### src/rtl/cpu_mem_pkg.sv
// Shared CPU/data-memory encodings: access sizes, store FSM states and byte-lane masks.
// The load-data extender is meant to use the same size encodings.
package cpu_mem_pkg;

  localparam logic [1:0] SZ_BYTE = 2'b00;
  localparam logic [1:0] SZ_HALF = 2'b01;
  localparam logic [1:0] SZ_WORD = 2'b10;
  localparam logic [1:0] SZ_ILL  = 2'b11;

  localparam logic [2:0] ST_IDLE  = 3'd0;
  localparam logic [2:0] ST_READ  = 3'd1;
  localparam logic [2:0] ST_WAIT  = 3'd2;
  localparam logic [2:0] ST_WRITE = 3'd3;
  localparam logic [2:0] ST_FIN   = 3'd4;

  localparam logic [3:0] LANE_NONE    = 4'b0000;
  localparam logic [3:0] LANE_BYTE0   = 4'b0001;
  localparam logic [3:0] LANE_HALF_LO = 4'b0011;
  localparam logic [3:0] LANE_HALF_HI = 4'b1100;
  localparam logic [3:0] LANE_WORD    = 4'b1111;

  function automatic logic access_illegal(input logic [1:0] size, input logic [1:0] lane);
    logic bad;
    case (size)
      SZ_BYTE: bad = 1'b0;
      SZ_HALF: bad = lane[0];
      SZ_WORD: bad = (lane != 2'b00);
      default: bad = 1'b1;
    endcase
    return bad;
  endfunction

  function automatic logic [31:0] replicate_lanes(input logic [31:0] data, input logic [1:0] size);
    logic [31:0] rep;
    case (size)
      SZ_BYTE: rep = {4{data[7:0]}};
      SZ_HALF: rep = {2{data[15:0]}};
      default: rep = data;
    endcase
    return rep;
  endfunction

endpackage

### src/rtl/store_lane_merge.sv
// Combinational byte-lane merge: drops right-justified store data into the
// addressed lane(s) of an old word and reports which lanes were written.
module store_lane_merge
  import cpu_mem_pkg::*;
(
  input  logic [31:0] old_word_i,
  input  logic [31:0] data_i,
  input  logic [1:0]  size_i,
  input  logic [1:0]  lane_i,
  output logic [31:0] merged_o,
  output logic [3:0]  strobe_o
);

  logic [31:0] rep_s;

  // Lane enables per access size; alignment is rejected before this is used.
  always_comb begin
    case (size_i)
      SZ_BYTE: strobe_o = LANE_BYTE0 << lane_i;
      SZ_HALF: strobe_o = lane_i[1] ? LANE_HALF_HI : LANE_HALF_LO;
      SZ_WORD: strobe_o = LANE_WORD;
      default: strobe_o = LANE_NONE;
    endcase
  end

  // Enabled lanes take the replicated store data, the others keep the old word.
  always_comb begin
    rep_s = replicate_lanes(data_i, size_i);
    for (int b = 0; b < 4; b++) begin
      merged_o[8*b +: 8] = strobe_o[b] ? rep_s[8*b +: 8] : old_word_i[8*b +: 8];
    end
  end

endmodule

### src/rtl/store_merge_unit.sv
// Store path from the memory stage to a word-wide data RAM; sub-word stores are
// read-modify-write unless SMU_BYTE_STROBE_EN selects direct byte-strobed writes.
module store_merge_unit
  import cpu_mem_pkg::*;
#(
  parameter int ADDR_W     = 32,
  parameter int RD_TIMEOUT = 15
) (
  input  logic              clk,
  input  logic              rst_n,
  input  logic              req_valid,
  output logic              req_ready,
  input  logic [ADDR_W-1:0] req_addr,
  input  logic [31:0]       req_data,
  input  logic [1:0]        req_size,
  output logic [ADDR_W-1:0] mem_addr,
  output logic              mem_rd_en,
  input  logic [31:0]       mem_rd_data,
  input  logic              mem_rd_valid,
  output logic              mem_wr_en,
  output logic [31:0]       mem_wr_data,
`ifdef SMU_BYTE_STROBE_EN
  output logic [3:0]        mem_wstrb,
`endif
  output logic              done,
  output logic              err
);

  localparam int TW = $clog2(RD_TIMEOUT + 1);
  // Timer value in the RD_TIMEOUT-th waiting cycle; valid in that cycle still wins.
  localparam logic [TW-1:0] TIMER_LAST = TW'(RD_TIMEOUT - 1);

  logic [2:0]        state_q, state_d;
  logic [ADDR_W-1:0] addr_q, addr_d;
  logic [31:0]       data_q, data_d;
  logic [1:0]        size_q, size_d;
  logic [TW-1:0]     timer_q, timer_d;
  logic              err_q, err_d;
  logic [31:0]       wdata_q, wdata_d;
  logic [31:0]       merged_s;
  logic [3:0]        strobe_s;

  store_lane_merge u_merge (
    .old_word_i (mem_rd_data),
    .data_i     (data_q),
    .size_i     (size_q),
    .lane_i     (addr_q[1:0]),
    .merged_o   (merged_s),
    .strobe_o   (strobe_s)
  );

  // Next-state and capture logic for the store sequence.
  always_comb begin
    state_d = state_q;
    addr_d  = addr_q;
    data_d  = data_q;
    size_d  = size_q;
    timer_d = timer_q;
    err_d   = err_q;
    wdata_d = wdata_q;
    case (state_q)
      ST_IDLE: begin
        if (req_valid) begin
          addr_d  = req_addr;
          data_d  = req_data;
          size_d  = req_size;
          timer_d = {TW{1'b0}};
          if (access_illegal(req_size, req_addr[1:0])) begin
            err_d   = 1'b1;
            state_d = ST_FIN;
          end else begin
            err_d = 1'b0;
`ifdef SMU_BYTE_STROBE_EN
            wdata_d = replicate_lanes(req_data, req_size);
            state_d = ST_WRITE;
`else
            if (req_size == SZ_WORD) begin
              wdata_d = req_data;
              state_d = ST_WRITE;
            end else begin
              wdata_d = 32'h0000_0000;
              state_d = ST_READ;
            end
`endif
          end
        end else begin
          state_d = ST_IDLE;
        end
      end
      ST_READ: begin
        timer_d = {TW{1'b0}};
        state_d = ST_WAIT;
      end
      ST_WAIT: begin
        if (mem_rd_valid) begin
          wdata_d = merged_s;
          state_d = ST_WRITE;
        end else if (timer_q == TIMER_LAST) begin
          err_d   = 1'b1;
          state_d = ST_FIN;
        end else begin
          timer_d = timer_q + TW'(1);
        end
      end
      ST_WRITE: state_d = ST_FIN;
      ST_FIN:   state_d = ST_IDLE;
      default:  state_d = ST_IDLE;
    endcase
  end

  // State and captured request; reset abandons any store in flight.
  always_ff @(posedge clk or negedge rst_n) begin
    if (!rst_n) begin
      state_q <= ST_IDLE;
      addr_q  <= {ADDR_W{1'b0}};
      data_q  <= 32'h0000_0000;
      size_q  <= 2'b00;
      timer_q <= {TW{1'b0}};
      err_q   <= 1'b0;
      wdata_q <= 32'h0000_0000;
    end else begin
      state_q <= state_d;
      addr_q  <= addr_d;
      data_q  <= data_d;
      size_q  <= size_d;
      timer_q <= timer_d;
      err_q   <= err_d;
      wdata_q <= wdata_d;
    end
  end

  assign req_ready   = (state_q == ST_IDLE);
  assign mem_rd_en   = (state_q == ST_READ);
  assign mem_wr_en   = (state_q == ST_WRITE);
  assign done        = (state_q == ST_FIN);
  assign err         = (state_q == ST_FIN) && err_q;
  assign mem_addr    = (state_q == ST_IDLE) ? {ADDR_W{1'b0}} : {addr_q[ADDR_W-1:2], 2'b00};
  assign mem_wr_data = (state_q == ST_WRITE) ? wdata_q : 32'h0000_0000;

`ifdef SMU_BYTE_STROBE_EN
  assign mem_wstrb = (state_q == ST_WRITE) ? strobe_s : LANE_NONE;
`else
  logic unused_strobe_s;
  assign unused_strobe_s = ^strobe_s;
`endif

endmodule

### config.mk
export PLATFORM = sky130hd
export DESIGN_NAME = store_merge_unit
export DESIGN_NICKNAME = d
export VERILOG_FILES = /design/src/rtl/cpu_mem_pkg.sv /design/src/rtl/store_lane_merge.sv /design/src/rtl/store_merge_unit.sv
export SDC_FILE = /design/constraint.sdc
export NUM_CORES = 1
export LEC_CHECK = 0
export ABC_AREA = 1
export CAP_MARGIN = 10
export CORE_MARGIN = 5
export CORE_UTILIZATION = 40
export DETAILED_ROUTE_END_ITERATION = 10
export GPL_TIMING_DRIVEN = 0
export PLACE_DENSITY = 0.71
export SYNTH_ARGS = -nofsm -noshare
export SYNTH_HDL_FRONTEND = slang
export SYNTH_SLANG_ARGS = --single-unit
### constraint.sdc
create_clock -name clk -period 2.2 [get_ports clk]
set_input_delay 0.55 -clock clk [delete_from_list [all_inputs] [get_ports clk]]
set_output_delay 0.55 -clock clk [all_outputs]
set_load 0.05 [all_outputs]
==> flow_summary.ini, run 1 <==
[synthesis]
synthDistinctLibCells = 25
ys_warn_count = 0
syn_area_um2 = 6030
syn_inst = 884
ys_seq_elements = 106
syn_avg_cell_area_um2 = 6.82
synth_seq_area_share_pct = 44.0

[clock_network]
cts_hold_buf = 0
ctsHtreeMaxLevel = 3
clk_path_buf_depth = 2
root_buffer = clkbuf_16
cts_num_sinks = 106
cts_buffers = 9
clk_pin_slew_ns = 0.07
cts_tree = yes
clk_latency_ns = 0.36

[grt]
grt_pass1_wl_um = 31000
gr-total-overflow = 0
grt_pass1_vias = 5927
track_usage_pct = 22.0
grt_max_degree = 57
antenna_found_initial = 0

[detailed_routing]
dr.first_iter.drc_count = 502
totalWireLength_um = 19400
num_vias = 6129
drtAntennaViolNets = 0
wl_per_cell_um = 15.4
drcViolationCount = 0
routed_via_density = 4.87
dr.pass1.iters = 5

[die]
io_pins = 171
die_h_um = 133
start_util_pct = 41.2
core_um2 = 14600
die_x_um = 133
die_area_um2 = 17600
row_count = 44

[power_and_ir_drop]
clockPowerShare_pct = 13.1
switching_share_pct = 50.2
vdd_drop_max_uv = 930
switchingPower_w = 0.00605
power_w = 0.0121
power.internal_w = 0.00601
power.density_nw_per_um2 = 1460
power_frac_seq_pct = 28.3
power.leakage_nw = 4.16
comb_power_share_pct = 58.6

[cells_and_area]
fin_cells = 1258
final-seq-area_um2 = 2660
area_growth_pct = 37.0
drive_gt1_share_pct = 14.9
fin_util_pct = 56.4
nets = 1173
multiInputGateArea_um2 = 2710
fillCellCount = 1460
antenna_cells = 0

[place]
pre_cts_ws_ns = -0.658
dp_cells = 1238
gp_congestion = 0.911
place_hpwl_um = 14500
port-buffer-count = 168

[timing]
final_hold_viol_count = 0
relSlewSlack_pct = 51.5
setup_viol = 0
min_period_ns = 2.14
slew_violations = 0
worstMarginPinSlew_ns = 0.728
fin_skew_ns = 0.00837
period_share_pct = 97.1
fmax_ghz = 0.468
whs_ns = 0.246
timing.final.ws_setup_ns = 0.0647

[setup_path]
critPathLaunchType = flip-flop
cp_num_buf_inv = 3
cp_slowest_cell = dfrtp_2
rr_endpoint = wdata_q[8]
r2r_slack_ns = 0.28
rr_worst_depth = 10
cpPeakStageDelay_ns = 0.45
crit_chain = inv_2 > nand3_4 > clkbuf_8 > nor2_1 > clkbuf_4
cpLargestDelayFamily = buffers and inverters
crit_required_ns = 1.65
critPathKind = flip-flop to output pin
rr_startpoint = state_q[0]
critPathArrivalTime_ns = 1.59
worstSetupEndpointType = output pin
critical_path_peak_fanout = 10

[min_path]
hp-class = input port to async pin

[status]
status = complete, no violations

[run]
max_cap_violations = 0
power groups by stage:
stage                     logic [W]  registers [W]  clock network (W)
after floorplan             0.00491        0.00328                  0
after global placement      0.00688        0.00340                  0
after detailed placement    0.00695        0.00344                  0
after CTS                   0.00683        0.00341            0.00162
after global routing        0.00779        0.00352            0.00168
final                       0.00706        0.00342            0.00158
metal layers:
metal | GRT usage [%] | vias up | routed length [um]
li1 | - | 3067 | -
met1 | 29.1 | 2797 | 8400
met2 | 35.3 | 236 | 8930
met3 | 5.62 | 29 | 1600
met4 | 7.79 | 0 | 445
met5 | 0 | - | 0
cell families (layout without fill, tap and decap cells):
| logic type | count (synthesis) | in the layout | synth area share (%) |
|---|---|---|---|
| compound gates | 90 | 90 | 7.91 |
| xor+xnor | 2 | 2 | 0.291 |
| fa+ha+maj | 2 | 2 | 0.415 |
| buf+inv | 166 | 355 | 11.7 |
| flops | 106 | 106 | 44.0 |
| other cells | 1 | 2 | 0.0622 |
| simple gates | 517 | 517 | 35.7 |
cells in the mapped netlist:
cell / instances / area (um^2)
nor2_1: 210 / 788
nand2_1: 204 / 766
inv_1: 114 / 428
dfrtp_1: 106 / 2650
nand3_1: 74 / 370
o21ai_0: 59 / 295
a21oi_1: 24 / 120
buf_2: 22 / 110
nand3b_1: 16 / 120
clkbuf_1: 12 / 45.0
a21oi_2: 7 / 61.3
buf_4: 6 / 45.0
buf_1: 4 / 15.0
buf_6: 4 / 45.0
inv_2: 4 / 15.0
nor2_4: 3 / 33.8
ha_1: 2 / 25.0
nand2_2: 2 / 12.5
nand4_1: 2 / 12.5
nor2_2: 2 / 12.5
nor3_1: 2 / 10.0
xor2_1: 2 / 17.5
conb_1: 1 / 3.75
nand3_4: 1 / 17.5
nor4_1: 1 / 6.26
how the worst max path moves through the flow:
stage	start	endpoint	slack, ns	cells after the start
after global placement	rst_n	wdata_q[9]	-3.64	1
final	state_q[2]	mem_wr_data[15]	0.06	5
after detailed placement	state_q[2]	mem_wr_data[18]	-0.66	5
after global routing	state_q[2]	mem_wr_data[7]	-0.0002	5
after CTS	state_q[1]	mem_addr[13]	-0.04	7
after floorplan	state_q[1]	mem_addr[22]	0.0003	6
state kept, by name (all words and copies together), names as in the netlist:
register,flops
err_q,1
state_q,3
timer_q,4
data_q,32
size_q,2
wdata_q,32
addr_q,32
placed cells by master, fill, tap and decap left out, types with 20 or more instances in the layout:
| cell type | count |
|---|---|
| o21ai_0 | 59 |
| a21oi_1 | 24 |
| buf_6 | 20 |
| clkdlybuf4s50_1 | 100 |
| buf_4 | 41 |
| buf_2 | 26 |
| dfrtp_1 | 104 |
| nand2_1 | 203 |
| inv_1 | 111 |
| nor2_1 | 204 |
| nand3_1 | 73 |
cell type report:
class                      instances  area share [%]
clock buffer                      13            3.15
buffer                            48            3.70
tap                              184            2.79
clock inverter                     3           0.288
inverter                         118            5.39
sequential                       106            32.2
multi-input combinational        613            32.9
timing repair buffer             173            19.7
repair_timing:
item                       CTS  global route
pin swaps                    1             0
buffers inserted             2             1
gates cloned                 0             1
gates resized for setup    376            72
setup endpoints to repair   67            68
stage by stage:
step | instance area, um^2 | TNS [ns]
after floorplan | 6040 | 0
after global placement | 7950 | -418.57
after detailed placement | 7980 | -33.82
after CTS | 8120 | -0.599
after global routing | 8260 | -0.000175
final | 8260 | 0
(Power assumes the default switching activity.)
==> run 2, diff against run 1 <==
Settings changed: CORE_UTILIZATION 40 to 52, PLACE_DENSITY 0.71 to 0.88.
==> flow_summary.ini, run 2 (synthesis results as in run 1) <==
[status]
status = complete, no violations

[die]
core_um2 = 11400
die_x_um = 118
start_util_pct = 53.0
die_h_um = 118
row_count = 39
die_area_um2 = 13800
io_pins = 171

[cells_and_area]
fin_util_pct = 72.1
fillCellCount = 943
final_cell_mix = nor2_1, nand2_1, inv_1
antenna_cells = 0
final_common_cell = nor2_1
reg_top3 = addr_q x32, data_q x32, wdata_q x32
area_growth_pct = 36.0
nets = 1172
drive_gt1_share_pct = 14.4
fin_cells = 1216

[setup_path]
crit_required_ns = 1.65
critPathLaunchType = flip-flop
rr_worst_depth = 10
worstSetupEndpointType = output pin
critPathKind = flip-flop to output pin
critical_path_peak_fanout = 6
critPathArrivalTime_ns = 1.59

[timing]
min_period_ns = 2.14
whs_ns = 0.173
fin_skew_ns = 0.00701
final_hold_viol_count = 0
period_share_pct = 97.1
fmax_ghz = 0.468
worstMarginPinSlew_ns = 0.529
timing.final.ws_setup_ns = 0.0640
relSlewSlack_pct = 64.7
tns_ns = 0
setup_viol = 0
slew_violations = 0

[detailed_routing]
met3WireLength_um = 1510
routed_via_density = 5.08
drcViolationCount = 0
wl_per_cell_um = 15.3
met2WireLength_um = 8950
drtAntennaViolNets = 0
totalWireLength_um = 18700
wl_met1_um = 7710
num_vias = 6176
dr.pass1.iters = 5
dr.first_iter.drc_count = 557
dr.max_layer_used = met4

[clock_network]
cts_num_sinks = 106
cts_tree = yes
cts_hold_buf = 0
ctsHtreeMaxLevel = 3
root_buffer = clkbuf_16
clk_latency_ns = 0.35
cts_buffers = 9
clk_pin_slew_ns = 0.07
clk_path_buf_depth = 2

[power_and_ir_drop]
power_frac_seq_pct = 28.0
power.leakage_nw = 4.17
clockPowerShare_pct = 14.3
power.internal_w = 0.00614
switchingPower_w = 0.00605
power.density_nw_per_um2 = 1490
vdd_drop_max_uv = 1090
switching_share_pct = 49.6
comb_power_share_pct = 57.7

[place]
port-buffer-count = 168
place_hpwl_um = 13800
dp_cells = 1197
pre_cts_ws_ns = -0.629
gp_congestion = 0.951

[grt]
grt_pass1_wl_um = 30300
gr-total-overflow = 0
track_usage_pct = 26.6
grt_max_degree = 70
antenna_found_initial = 0
grt_pass1_vias = 6119

[run]
max_cap_violations = 0

[min_path]
hp-class = input port to async pin
==> run 2: cell types whose count changed in the layout (fill, tap and decap cells not counted), sizes merged <==
| cell | change |
|---|---|
| buf | +8 |
| bufinv | +2 |
| clkbuf | -13 |
| clkdlybuf4s18 | +1 |
| clkinv | +1 |
| clkinvlp | -1 |
| inv | +1 |
==> run 2: path summary, 6_finish.rpt <==
check	start	to	slack, ns
worst max-delay path	state_q[2]	mem_wr_data[0]	0.06
worst min-delay path	rst_n	wdata_q[9]	0.17
worst max register to register	state_q[0]	wdata_q[15]	0.32
worst min register to register	data_q[31]	data_q[31]	0.49
max in group asynchronous	rst_n	state_q[2]	1.29
min in group clk	data_q[31]	data_q[31]	0.49
==> run 2: power by group through the flow <==
stage | Clock, W | Sequential [W] | Combinational [W]
global route | 0.00185 | 0.00352 | 0.00772
floorplan | 0 | 0.00328 | 0.00491
CTS | 0.00176 | 0.00340 | 0.00690
global placement | 0 | 0.00340 | 0.00681
finish | 0.00174 | 0.00341 | 0.00704
detailed placement | 0 | 0.00342 | 0.00693
==> run 2: layer usage <==
layer / vias up / track usage (%)
met5: - / 0
met4: 0 / 10.2
met3: 38 / 6.78
met2: 270 / 42.7
met1: 2803 / 34.8
li1: 3065 / -
==> run 2: worst max-delay path, stage by stage (launching register included) <==
cell and delay, ns:
dfrtp_2 0.45, inv_2 0.11, nand3_4 0.12, nor2_1 0.16, clkdlybuf4s15_2 0.39
==> run 2: what timing repair did <==
item	in CTS	in global routing
cloned	0	1
pin swaps	1	0
resized for setup	397	23
endpoints found under the setup margin	67	56
setup buffers	1	1
==> run 2: final cells by class <==
type | instances | area, um^2 | area share [%]
Sequential cell | 106 | 2660 | 32.4
Inverter | 118 | 445 | 5.43
Buffer | 48 | 305 | 3.72
Clock inverter | 6 | 90.1 | 1.10
Timing Repair Buffer | 172 | 1590 | 19.4
Clock buffer | 10 | 229 | 2.79
Tap cell | 143 | 179 | 2.18
Multi-Input combinational cell | 613 | 2700 | 32.9
==> run 2: stage by stage <==
step | total power, W | cell area [um^2]
6_report | 0.0122 | 8200
5_1_grt | 0.0131 | 8200
4_1_cts | 0.0121 | 8140
3_5_place_dp | 0.0104 | 7930
3_3_place_gp | 0.0102 | 7900
2_1_floorplan | 0.00819 | 6040
